$ cat config.mk
export PLATFORM = sky130hd
export DESIGN_NAME = fib_sequencer
export DESIGN_NICKNAME = d
export VERILOG_FILES = /design/src/rtl/fib_sequencer.sv
export SDC_FILE = /design/constraint.sdc
export NUM_CORES = 1
export LEC_CHECK = 0
export ABC_CLOCK_PERIOD_IN_PS = 2950
export CAP_MARGIN = 20
export CORE_ASPECT_RATIO = 1.2
export CORE_UTILIZATION = 43
export DETAILED_ROUTE_END_ITERATION = 8
export GPL_TIMING_DRIVEN = 0
export MAX_ROUTING_LAYER = met4
export PLACE_DENSITY = 0.9
export REMOVE_ABC_BUFFERS = 1
export SKIP_LAST_GASP = 1
export SYNTH_ARGS = -nofsm -noshare
export SYNTH_HDL_FRONTEND = slang
export SYNTH_SLANG_ARGS = --single-unit
$ cat constraint.sdc
create_clock -name clk -period 2.95 [get_ports clk]
set_input_delay 0.59 -clock clk [delete_from_list [all_inputs] [get_ports clk]]
set_output_delay 0.59 -clock clk [all_outputs]
set_load 0.03 [all_outputs]
$ cat src/rtl/fib_sequencer.sv
// Fibonacci sequencer: drives an external register file (R0=a, R1=b, R2=temp)
// through an init/add/move loop and captures F(n) mod 2^DATA_WIDTH.
module fib_sequencer #(
   parameter int DATA_WIDTH = 8,
   parameter int CNT_WIDTH  = 8
) (
   input  logic                  clk,
   input  logic                  reset,
   input  logic                  start,
   input  logic [CNT_WIDTH-1:0]  n_terms,
   input  logic [15:0]           rf_rdata1,
   input  logic [15:0]           rf_rdata2,
   output logic [4:0]            rs,
   output logic [4:0]            rt,
   output logic [1:0]            rd,
   output logic [DATA_WIDTH-1:0] wdata,
   output logic                  en_w,
   output logic                  busy,
   output logic                  done,
   output logic [DATA_WIDTH-1:0] fib_out,
   output logic                  overflow
);

   typedef enum logic [2:0] {
      S_IDLE,
      S_INIT0,
      S_INIT1,
      S_ADD,
      S_MOV_B,
      S_MOV_S,
      S_CAPTURE
   } state_t;

   state_t                r_state;
   state_t                w_next;
   logic [CNT_WIDTH-1:0]  r_cnt;
   logic [CNT_WIDTH-1:0]  w_cnt_dec;
   logic [DATA_WIDTH:0]   w_sum;
   logic                  r_done;
   logic                  r_ovf;
   logic [DATA_WIDTH-1:0] r_fib;
   logic                  w_accept;

   assign w_accept  = (r_state == S_IDLE) && start;
   assign w_cnt_dec = r_cnt - CNT_WIDTH'(1);
   assign w_sum     = {1'b0, rf_rdata1[DATA_WIDTH-1:0]} + {1'b0, rf_rdata2[DATA_WIDTH-1:0]};

   // Upper read-data bits beyond DATA_WIDTH carry no meaning for this block.
   generate
      if (DATA_WIDTH < 16) begin : g_hi
         logic w_unused_hi;
         assign w_unused_hi = ^{rf_rdata1[15:DATA_WIDTH], rf_rdata2[15:DATA_WIDTH]};
      end
   endgenerate

   always_ff @(posedge clk or posedge reset) begin
      if (reset) r_state <= S_IDLE;
      else       r_state <= w_next;
   end

   always_ff @(posedge clk or posedge reset) begin
      if (reset) begin
         r_cnt  <= '0;
         r_done <= 1'b0;
         r_ovf  <= 1'b0;
         r_fib  <= '0;
      end else begin
         r_done <= (r_state == S_CAPTURE);
         if (w_accept) begin
            r_cnt <= n_terms;
            r_ovf <= 1'b0;
         end
         if (r_state == S_ADD && w_sum[DATA_WIDTH]) r_ovf <= 1'b1;
         if (r_state == S_MOV_S)                    r_cnt <= w_cnt_dec;
         if (r_state == S_CAPTURE)                  r_fib <= rf_rdata1[DATA_WIDTH-1:0];
      end
   end

   always_comb begin
      w_next = r_state;
      rs     = '0;
      rt     = '0;
      rd     = '0;
      wdata  = '0;
      en_w   = 1'b0;
      unique case (r_state)
         S_IDLE: begin
            if (start) w_next = S_INIT0;
         end
         S_INIT0: begin
            en_w   = 1'b1;
            w_next = S_INIT1;
         end
         S_INIT1: begin
            rd     = 2'd1;
            wdata  = DATA_WIDTH'(1);
            en_w   = 1'b1;
            w_next = (r_cnt == '0) ? S_CAPTURE : S_ADD;
         end
         S_ADD: begin
            rs     = 5'd0;
            rt     = 5'd1;
            rd     = 2'd2;
            wdata  = w_sum[DATA_WIDTH-1:0];
            en_w   = 1'b1;
            w_next = S_MOV_B;
         end
         S_MOV_B: begin
            rs     = 5'd1;
            wdata  = rf_rdata1[DATA_WIDTH-1:0];
            en_w   = 1'b1;
            w_next = S_MOV_S;
         end
         S_MOV_S: begin
            rs     = 5'd2;
            rd     = 2'd1;
            wdata  = rf_rdata1[DATA_WIDTH-1:0];
            en_w   = 1'b1;
            w_next = (w_cnt_dec == '0) ? S_CAPTURE : S_ADD;
         end
         S_CAPTURE: begin
            w_next = S_IDLE;
         end
         default: w_next = S_IDLE;
      endcase
   end

   assign busy     = (r_state != S_IDLE);
   assign done     = r_done;
   assign fib_out  = r_fib;
   assign overflow = r_ovf;

endmodule

==> flow_summary.toml <==
[job]
max-cap-violations = 0

[route]
routed_wl_mm = 4.435
routed_wire_length_per_instance_um = 14.21
dr.pass1.iters = 4
drc = 0
drt-vias-per-instance = 5.465
drt-initial-drc-count = 105
antenna_left = 0
num_vias = 1705

[floorplanning]
io_pins = 75
core_um2 = 3754
initial_utilization_pct = 46.33
dieArea_um2 = 4304
floorplan.die.height_um = 71.67
rows = 24
die_width_um = 60.06

[power_and_ir_drop]
post-layout-total-power_uw = 2079
leakage_uw = 0.001065
power.density_cell_area_nw_per_um2 = 869.2
max-vdd-ir-drop_mv = 0.6510

[synthesis]
edff_count_synth = 0
syn_area_per_cell_um2 = 8.204
post_synth_num_cell_types = 47
post_synth_inst_count = 212
synth-main-ff-cell = "sky130_fd_sc_hd__dfrtp_1"
postSynthRegisterBits = 21
yosys_warnings = 0
syn_area_um2 = 1739
synth_sequential_area_ratio_pct = 30.22
synthArstFlopShare_pct = 100.0

[sta]
timing.final.crit_period_ps = 3037
transition_time_at_the_pin_with_the_least_slew_margin_ps = 800.5
max_frequency_mhz = 329.2
grt_setup_unrepaired = "true"
timing_max_transition_violations_final = 0
finalSetupViolCount = 1
finalClockSkew_ps = 6.403
final.period_utilization_pct = 103.0
timing.final.ws_setup_ps = -87.42
timing_hold_violations_final = 0
tightest_slew_margin_relative_to_the_limit_pct = 46.57

[place]
dpl.cell_count = 306
placed_area_um2 = 2217
hpwlAfterDp_mm = 3.143
port_buffers = 51
gpl.final_weighted_congestion = 0.8906

[clock_tree]
tritoncts_clock_tree = "yes"
insertion_delay_ps = 260
cts.sinks = 21
cts_buffers = 3
cts.path.max_buffers = 2
clock_tree.root_cell = "sky130_fd_sc_hd__clkbuf_8"
htree_levels = 1
clk_pin_slew_ps = 70

[cells_and_area]
layout-area-overhead-vs-synth_pct = 37.55
post_route_cells_drive_above_1_share_pct = 13.85
insertedDiodeCount = 0
finalNetCount = 318
finish.instance_area_um2 = 2392
finish.utilization_pct = 63.73
post_layout_nonfiller_instances = 312

[critical_path]
timing.critical_path.to_type = "primary output"
worst_ep_arrival_time_ps = 2450
cp-startpoint = "rf_rdata1[0]"
crit_fanout = 4
r2r_start = "r_cnt[0]"
start_kind = "input pin"
critical_path_required_ps = 2360
critPathKind = "in -> out"

[global_routing]
grt_first_pass_wirelength_mm = 7.113
antenna_found_initial = 0
grt_pass1_vias = 1634
globalRouteMet2Util_pct = 38.89
grt_util_met3_pct = 3.791
track_usage_pct = 22.17
grt.overflow.total = 0
grtUsageMet1_pct = 24.35
largest_net_degree_at_the_start_of_global_routing = 22
globalRoute.busiestLayer = "met2"

[outcome]
violations = "negative setup slack"
run_status = "finished, violations left"

[min_path]
hold_class = "reg -> reg"
timing.hold.worst.start = "fib_out[5]"
-- kinds of logic (layout without fill, tap and decap cells) --
logic type | after synthesis | after routing | synth area share, %
other | 1 | 7 | 0.2156
AO/OA/AOI/OAI | 49 | 49 | 18.92
adder cells (fa/ha/maj) | 14 | 14 | 10.50
flip-flops | 21 | 21 | 30.22
AND/OR/NAND/NOR | 94 | 94 | 27.63
buffers and inverters | 27 | 69 | 9.496
XOR/XNOR | 6 | 6 | 3.022
-- what timing repair did --
item,4_1_cts,5_1_grt
gates resized for setup,60,13
buffers inserted,1,1
pin swaps,8,6
endpoints found under the hold margin,0,0
hold buffers,0,0
setup endpoints to repair,8,9
-- stage by stage --
step / setup TNS, ps / hold slack, ps / worst slack (ps)
2_1_floorplan: 0 / 496.3 / 21.76
3_3_place_gp: -4369 / 458.2 / -1114
3_5_place_dp: -4501 / 461.5 / -1137
4_1_cts: -57.70 / 479.8 / -57.70
5_1_grt: -158.2 / 507.5 / -109.2
6_report: -87.42 / 474.3 / -87.42
-- sequential cells by signal (all words and copies together) (netlist names) --
register and cells:
fib_out 8, r_cnt 8, r_state 3, done 1, overflow 1
-- Yosys cell counts, types with 2 or more instances --
cell	count	area share, %
sky130_fd_sc_hd__nor3_1	6	1.7
sky130_fd_sc_hd__xor2_1	2	1.0
sky130_fd_sc_hd__o22ai_1	2	0.72
sky130_fd_sc_hd__nor4b_1	2	1.0
sky130_fd_sc_hd__nor2b_1	2	0.72
sky130_fd_sc_hd__o31a_1	2	1.0
sky130_fd_sc_hd__a22o_1	3	1.5
sky130_fd_sc_hd__buf_4	9	3.9
sky130_fd_sc_hd__dfrtp_1	21	30
sky130_fd_sc_hd__o211ai_1	2	0.86
sky130_fd_sc_hd__or4_1	2	0.86
sky130_fd_sc_hd__or3_1	3	1.1
sky130_fd_sc_hd__inv_1	10	2.2
sky130_fd_sc_hd__a22oi_1	5	2.2
sky130_fd_sc_hd__nand2b_1	3	1.1
sky130_fd_sc_hd__xnor2_1	4	2.0
sky130_fd_sc_hd__nand3b_1	3	1.3
sky130_fd_sc_hd__clkbuf_1	2	0.43
sky130_fd_sc_hd__a222oi_1	2	1.2
sky130_fd_sc_hd__ha_1	13	9.4
sky130_fd_sc_hd__nand2_1	34	7.3
sky130_fd_sc_hd__a21oi_1	13	3.7
sky130_fd_sc_hd__clkinv_1	2	0.43
sky130_fd_sc_hd__nor2_1	25	5.4
sky130_fd_sc_hd__a211oi_1	5	2.2
sky130_fd_sc_hd__o21ai_0	10	2.9
sky130_fd_sc_hd__buf_6	4	2.6
sky130_fd_sc_hd__nor4_1	2	0.72
-- path summary, 6_finish.rpt --
path | endpoint | slack (ps) | depth (start not counted)
hold / removal | fib_out[5] | 470 | 2
hold reg to reg | fib_out[5] | 470 | 2
min in group asynchronous | fib_out[2] | 780 | 2
setup reg to reg | r_state[2] | 770 | 7
max in group asynchronous | r_cnt[4] | 1670 | 2
setup / recovery | wdata[6] | -90 | 9
-- routing by layer --
metal / vias to the layer above / share of wire [%]
met4: 0 / 2.2
met5: - / 0
met2: 61 / 53
li1: 833 / -
met3: 11 / 5.8
met1: 800 / 39
-- cell type report --
class / count / area, um^2
clock buffers: 4 / 45.04
fillers: 324 / 1361
inverters: 12 / 45.04
repair buffers: 53 / 520.5
multi-input cells: 170 / 1191
well taps: 52 / 65.06
flip-flops and latches: 21 / 525.5
-- placed cells by master (no fill, tap or decap), types with 3 or more instances in the layout --
| cell | instances |
|---|---|
| sky130_fd_sc_hd__nand3b_1 | 3 |
| sky130_fd_sc_hd__a211oi_1 | 5 |
| sky130_fd_sc_hd__conb_1 | 7 |
| sky130_fd_sc_hd__or3_1 | 3 |
| sky130_fd_sc_hd__ha_1 | 6 |
| sky130_fd_sc_hd__nor3_1 | 5 |
| sky130_fd_sc_hd__nand2_1 | 34 |
| sky130_fd_sc_hd__a22o_1 | 3 |
| sky130_fd_sc_hd__clkdlybuf4s50_1 | 31 |
| sky130_fd_sc_hd__buf_6 | 3 |
| sky130_fd_sc_hd__nand2b_1 | 3 |
| sky130_fd_sc_hd__xnor2_1 | 4 |
| sky130_fd_sc_hd__o21ai_0 | 9 |
| sky130_fd_sc_hd__dfrtp_1 | 21 |
| sky130_fd_sc_hd__clkbuf_8 | 3 |
| sky130_fd_sc_hd__inv_1 | 10 |
| sky130_fd_sc_hd__a22oi_1 | 5 |
| sky130_fd_sc_hd__nor2_1 | 24 |
| sky130_fd_sc_hd__ha_4 | 6 |
| sky130_fd_sc_hd__dlygate4sd2_1 | 8 |
| sky130_fd_sc_hd__dlymetal6s2s_1 | 4 |
| sky130_fd_sc_hd__a21oi_1 | 12 |
-- power breakdown --
| group | internal (uW) | switching, uW |
|---|---|---|
| combinational | 546 | 758 |
| clock | 96.1 | 91.5 |
| sequential | 421 | 167 |
| total | 1060 | 1020 |
-- critical path, cell delays in order --
cell                      delay (ps)
sky130_fd_sc_hd__buf_8           100
sky130_fd_sc_hd__ha_4            160
sky130_fd_sc_hd__fa_2            350
sky130_fd_sc_hd__a21o_1          220
sky130_fd_sc_hd__a21oi_4         220
sky130_fd_sc_hd__nor4b_2          80
sky130_fd_sc_hd__or3_1           350
sky130_fd_sc_hd__a22o_1          230
sky130_fd_sc_hd__buf_6           140
Note: power is estimated with default switching activity, not from simulation.
==> RTL edit 1, RTL diff (same settings) <==
Reset style: synchronous (`reset`), changed in 2 clocked blocks.
--- a/src/rtl/fib_sequencer.sv
+++ b/src/rtl/fib_sequencer.sv
@@ -54,10 +54,10 @@
    endgenerate
 
-   always_ff @(posedge clk or posedge reset) begin
+   always_ff @(posedge clk) begin
       if (reset) r_state <= S_IDLE;
       else       r_state <= w_next;
    end
 
-   always_ff @(posedge clk or posedge reset) begin
+   always_ff @(posedge clk) begin
       if (reset) begin
          r_cnt  <= '0;
Formal check against the unedited RTL: differs if reset is asserted again (counterexample within 4 cycles, from zero or initial values and one cycle with reset high); with reset held inactive, the same outputs for 10 cycles.
==> RTL edit 1 against the original RTL <==
- the run still ends with setup timing left
- global-route usage decreased by 0.54 points
- count of clock-buffer cells in the layout stayed put
- total power shrank 34%
- wire length decreased by 12%
- sequential cell count is the same
- combinational power fell by 40%
- synthesized area decreased by 13%
- synthesized cell count is 3.3% lower
- largest cell class unchanged
- design area decreased by 11%
- critical path depth is 1 lower
- via count shrank 3.6%
- setup slack improved by 0.064 ns
==> RTL edit 1: results <==
[route]
wl_per_cell_um = 13.5
via_count = 1643
dr.pass1.iters = 5
wl_met2_um = 1970
drt_iter0_markers = 54
drt-met1-wl_um = 1660
wl_met3_um = 236

[timing]
setup_ws_ns = -0.0233
fin_worst_skew_ns = 0.00352
slew_headroom_pct = 42.5
fin_tns_setup_ns = -0.0263
holdWs_ns = 0.462
setup_viol = 2

[yosys]
synth_area_leaders = dfxtp_1, ha_1, nand2_1, a21oi_1, o21ai_0
synth_compound_area_share_pct = 22.5
synth_common_cells = nand2_1, dfxtp_1, nor2_1
seq_area_frac_synth_pct = 27.7
yosys.area_share.adder_pct = 9.57
synth_xor_area_share_pct = 4.04
synth.area.mux_share_pct = 1.49
synth_cell_type_count = 46

[worst_setup_path]
r2r_slack_ns = 0.96
critPathArrivalTime_ns = 2.38
critPathLaunch = rf_rdata2[3]
r2r-end = r_cnt[2]
r2r_start = r_state[0]
slowest_delay_ns = 0.44
cp-endpoint = wdata[7]
reg2regPathDepth = 5
path_delay_family = buffers and inverters
slowest_stage = clkdlybuf4s50_1

[min_path]
min_from = fib_out[3]
min_to = fib_out[3]

[outcome]
failed_checks = setup timing
status = complete, but fails checks

[power]
leakagePower_nw = 0.853
intPower_mw = 0.764

[final_layout]
fill_cells = 273
nets = 307
drive_above_1_share_pct = 12.7

[global_route]
grt_max_degree = 25
grt.total_usage_pct = 21.6
first_global_vias = 1473

[place]
hpwl_um = 2770
gp_congestion = 0.842
## RTL edit 1: cell types whose count changed in the layout (fill, tap and decap cells not counted), sizes merged, moves of 5 or more
cell / delta
clkdlybuf4s50: +6
a21oi: +5
nor2: -6
dfxtp: +21
o21ai: +7
dfrtp: -21
## RTL edit 1: cell type report
type                            count  area [um2]  share of cell area, %
Clock buffer                        4        45.0                   2.12
Inverter                           11        41.3                   1.94
Multi-Input combinational cell    162        1070                   50.3
Sequential cell                    21         422                   19.8
Tap cell                           37        46.3                   2.18
Timing Repair Buffer               54         503                   23.6
## RTL edit 1: stage by stage
stage,cell area (um2),cells
3_3_place_gp,2010,282
2_1_floorplan,1450,194
5_1_grt,2130,289
4_1_cts,2100,286
3_5_place_dp,2010,282
6_report,2130,289
## RTL edit 1: kinds of logic (layout without fill, tap and decap cells)
logic type / Yosys count / count (layout)
xor gates and xnor gates: 7 / 7
and+or+nand+nor: 79 / 79
adders and majority gates: 11 / 11
muxes: 2 / 2
buffers and inverters: 28 / 69
other: 1 / 7
AOI/OAI and AO/OA: 56 / 56
DFF: 21 / 21
## RTL edit 1: timing repair
action / in CTS / in global routing
setup buffers: 0 / 3
gates resized for setup: 51 / 9
setup endpoints to repair: 8 / 6
pin swaps: 7 / 4
## RTL edit 1: power by group through the flow
stage	combinational [mW]	clock [mW]	sequential (mW)
floorplan	0.509	0	0.399
CTS	0.767	0.190	0.405
global route	0.841	0.203	0.419
finish	0.775	0.187	0.408
detailed placement	0.753	0	0.410
global placement	0.744	0	0.406
## RTL edit 1: tightest hold or removal path, delay by kind of cell (launching register included)
family             cells  cell delay (ns)
AOI/OAI and AO/OA      1             0.05
DFF                    1             0.32
and+or+nand+nor        1             0.05
==> RTL edit 2, RTL diff (same flow settings) <==
Made on the original files. Change the parameter `CNT_WIDTH` from 8 to 12.
--- a/src/rtl/fib_sequencer.sv
+++ b/src/rtl/fib_sequencer.sv
@@ -3,5 +3,5 @@
 module fib_sequencer #(
    parameter int DATA_WIDTH = 8,
-   parameter int CNT_WIDTH  = 8
+   parameter int CNT_WIDTH  = 12
 ) (
    input  logic                  clk,
Interface: changed (resized n_terms); port bits go from 75 to 79. No check against the original RTL was run, so the function may have changed too.
==> RTL edit 2 against the original RTL <==
- synthesized area is 13% higher
- design area is 14% higher
- wire length increased by 22%
- sequential cell count grew 4
- setup slack better by 0.095 ns
- die area rose by 13%
- clock skew decreased by 0.0053 ns
- synthesized cell count grew 13%
- via count grew 20%
- highest routed layer unchanged
Power is not compared: it rests on default switching activity, and its combinational part moved more than twofold at a synthesized area within 25%.
==> RTL edit 2: results <==
[route]
drt-total-wl_um = 5390
vias_per_cell = 5.65
dr.pass1.iters = 4
drt_iter0_markers = 121

[yosys]
ys_seq_elements = 25
seq_area_frac_synth_pct = 31.8
synth_area_per_cell_um2 = 8.20
synth-main-ff-cell = dfrtp_1
synth_area_leaders = dfrtp_1, nand2_1, ha_1, nor2_1, a21oi_1
synth_cell_type_count = 57
synth_common_cells = nand2_1, dfrtp_1, nor2_1

[final_layout]
area_growth_pct = 38.7
clkCellAreaFrac_pct = 1.65
largest_register_ffs = 12
multi_input_comb_cells = 192
signal_buffers = 71
sh_seq_area_pct = 23.0
multi_input_area_share_pct = 47.0
fill_cells = 355
fin_cells = 361
layout.nonclk_buf_share_pct = 24.1
drive_above_1_share_pct = 16.7
inv_count = 13
nets = 366

[power]
ir_worst_vdd_mv = 0.327
intPower_mw = 0.672

[outcome]
status = finished, final reports clean

[timing]
timing.fmax_ghz = 0.340
maxSlewViolCount = 0
fin_worst_skew_ns = 0.00108
max_slew.worst_pin.slew_ns = 0.659
holdWs_ns = 0.484

[global_route]
grt.total_usage_pct = 23.7
grt_max_degree = 26
grt_pass1_wl_um = 8910
first_global_vias = 1946

[place]
gp_congestion = 0.860
port_buffers = 55
place_area_um2 = 2510
hpwl_um = 3710
place_inst = 342
pre_cts_slack_ns = -1.04

[worst_setup_path]
r2r_slack_ns = 0.84
crit_path_max_fanout = 3
critPathArrivalTime_ns = 2.35
critPathLaunch = rf_rdata1[2]
slowest_stage = or4_1
cp-endpoint = wdata[7]
slowest_delay_ns = 0.41
r2r-end = r_state[0]

[min_path]
min_to = fib_out[6]
min_from = fib_out[6]

[die]
die-area_um2 = 4850

[cts]
post_cts_buffers = 10
cts_resized = 49
numCtsBuffers = 3
htreeDepth = 1
==> RTL edit 2: worst register-to-register path: stages, from the launching register on <==
cell and delay (ns):
dfrtp_1 0.44, inv_1 0.12, ha_1 0.29, nor3b_2 0.28
nand3_1 0.18, xor2_1 0.21, nand4_1 0.18, o31a_1 0.31
==> RTL edit 2: cells by family (layout without fill, tap and decap cells) <==
family,after synthesis,count (layout),share of synthesized area [%]
AO/OA/AOI/OAI,63,63,21.7
XOR/XNOR,7,7,3.12
adder cells (fa/ha/maj),13,13,8.65
buffers and inverters,29,88,8.20
flip-flops,25,25,31.8
multiplexers,1,1,0.509
other,1,7,0.191
AND/OR/NAND/NOR,101,101,25.8
==> RTL edit 2: routing by layer <==
metal | part of all wire, % | up-vias | wire length (um) | global-route usage (%)
li1 | - | 975 | - | -
met1 | 39 | 979 | 2080 | 26.4
met2 | 54 | 77 | 2920 | 42.8
met3 | 5.8 | 8 | 315 | 3.44
met4 | 1.5 | 0 | 79 | 7.05
met5 | 0 | - | 0 | -
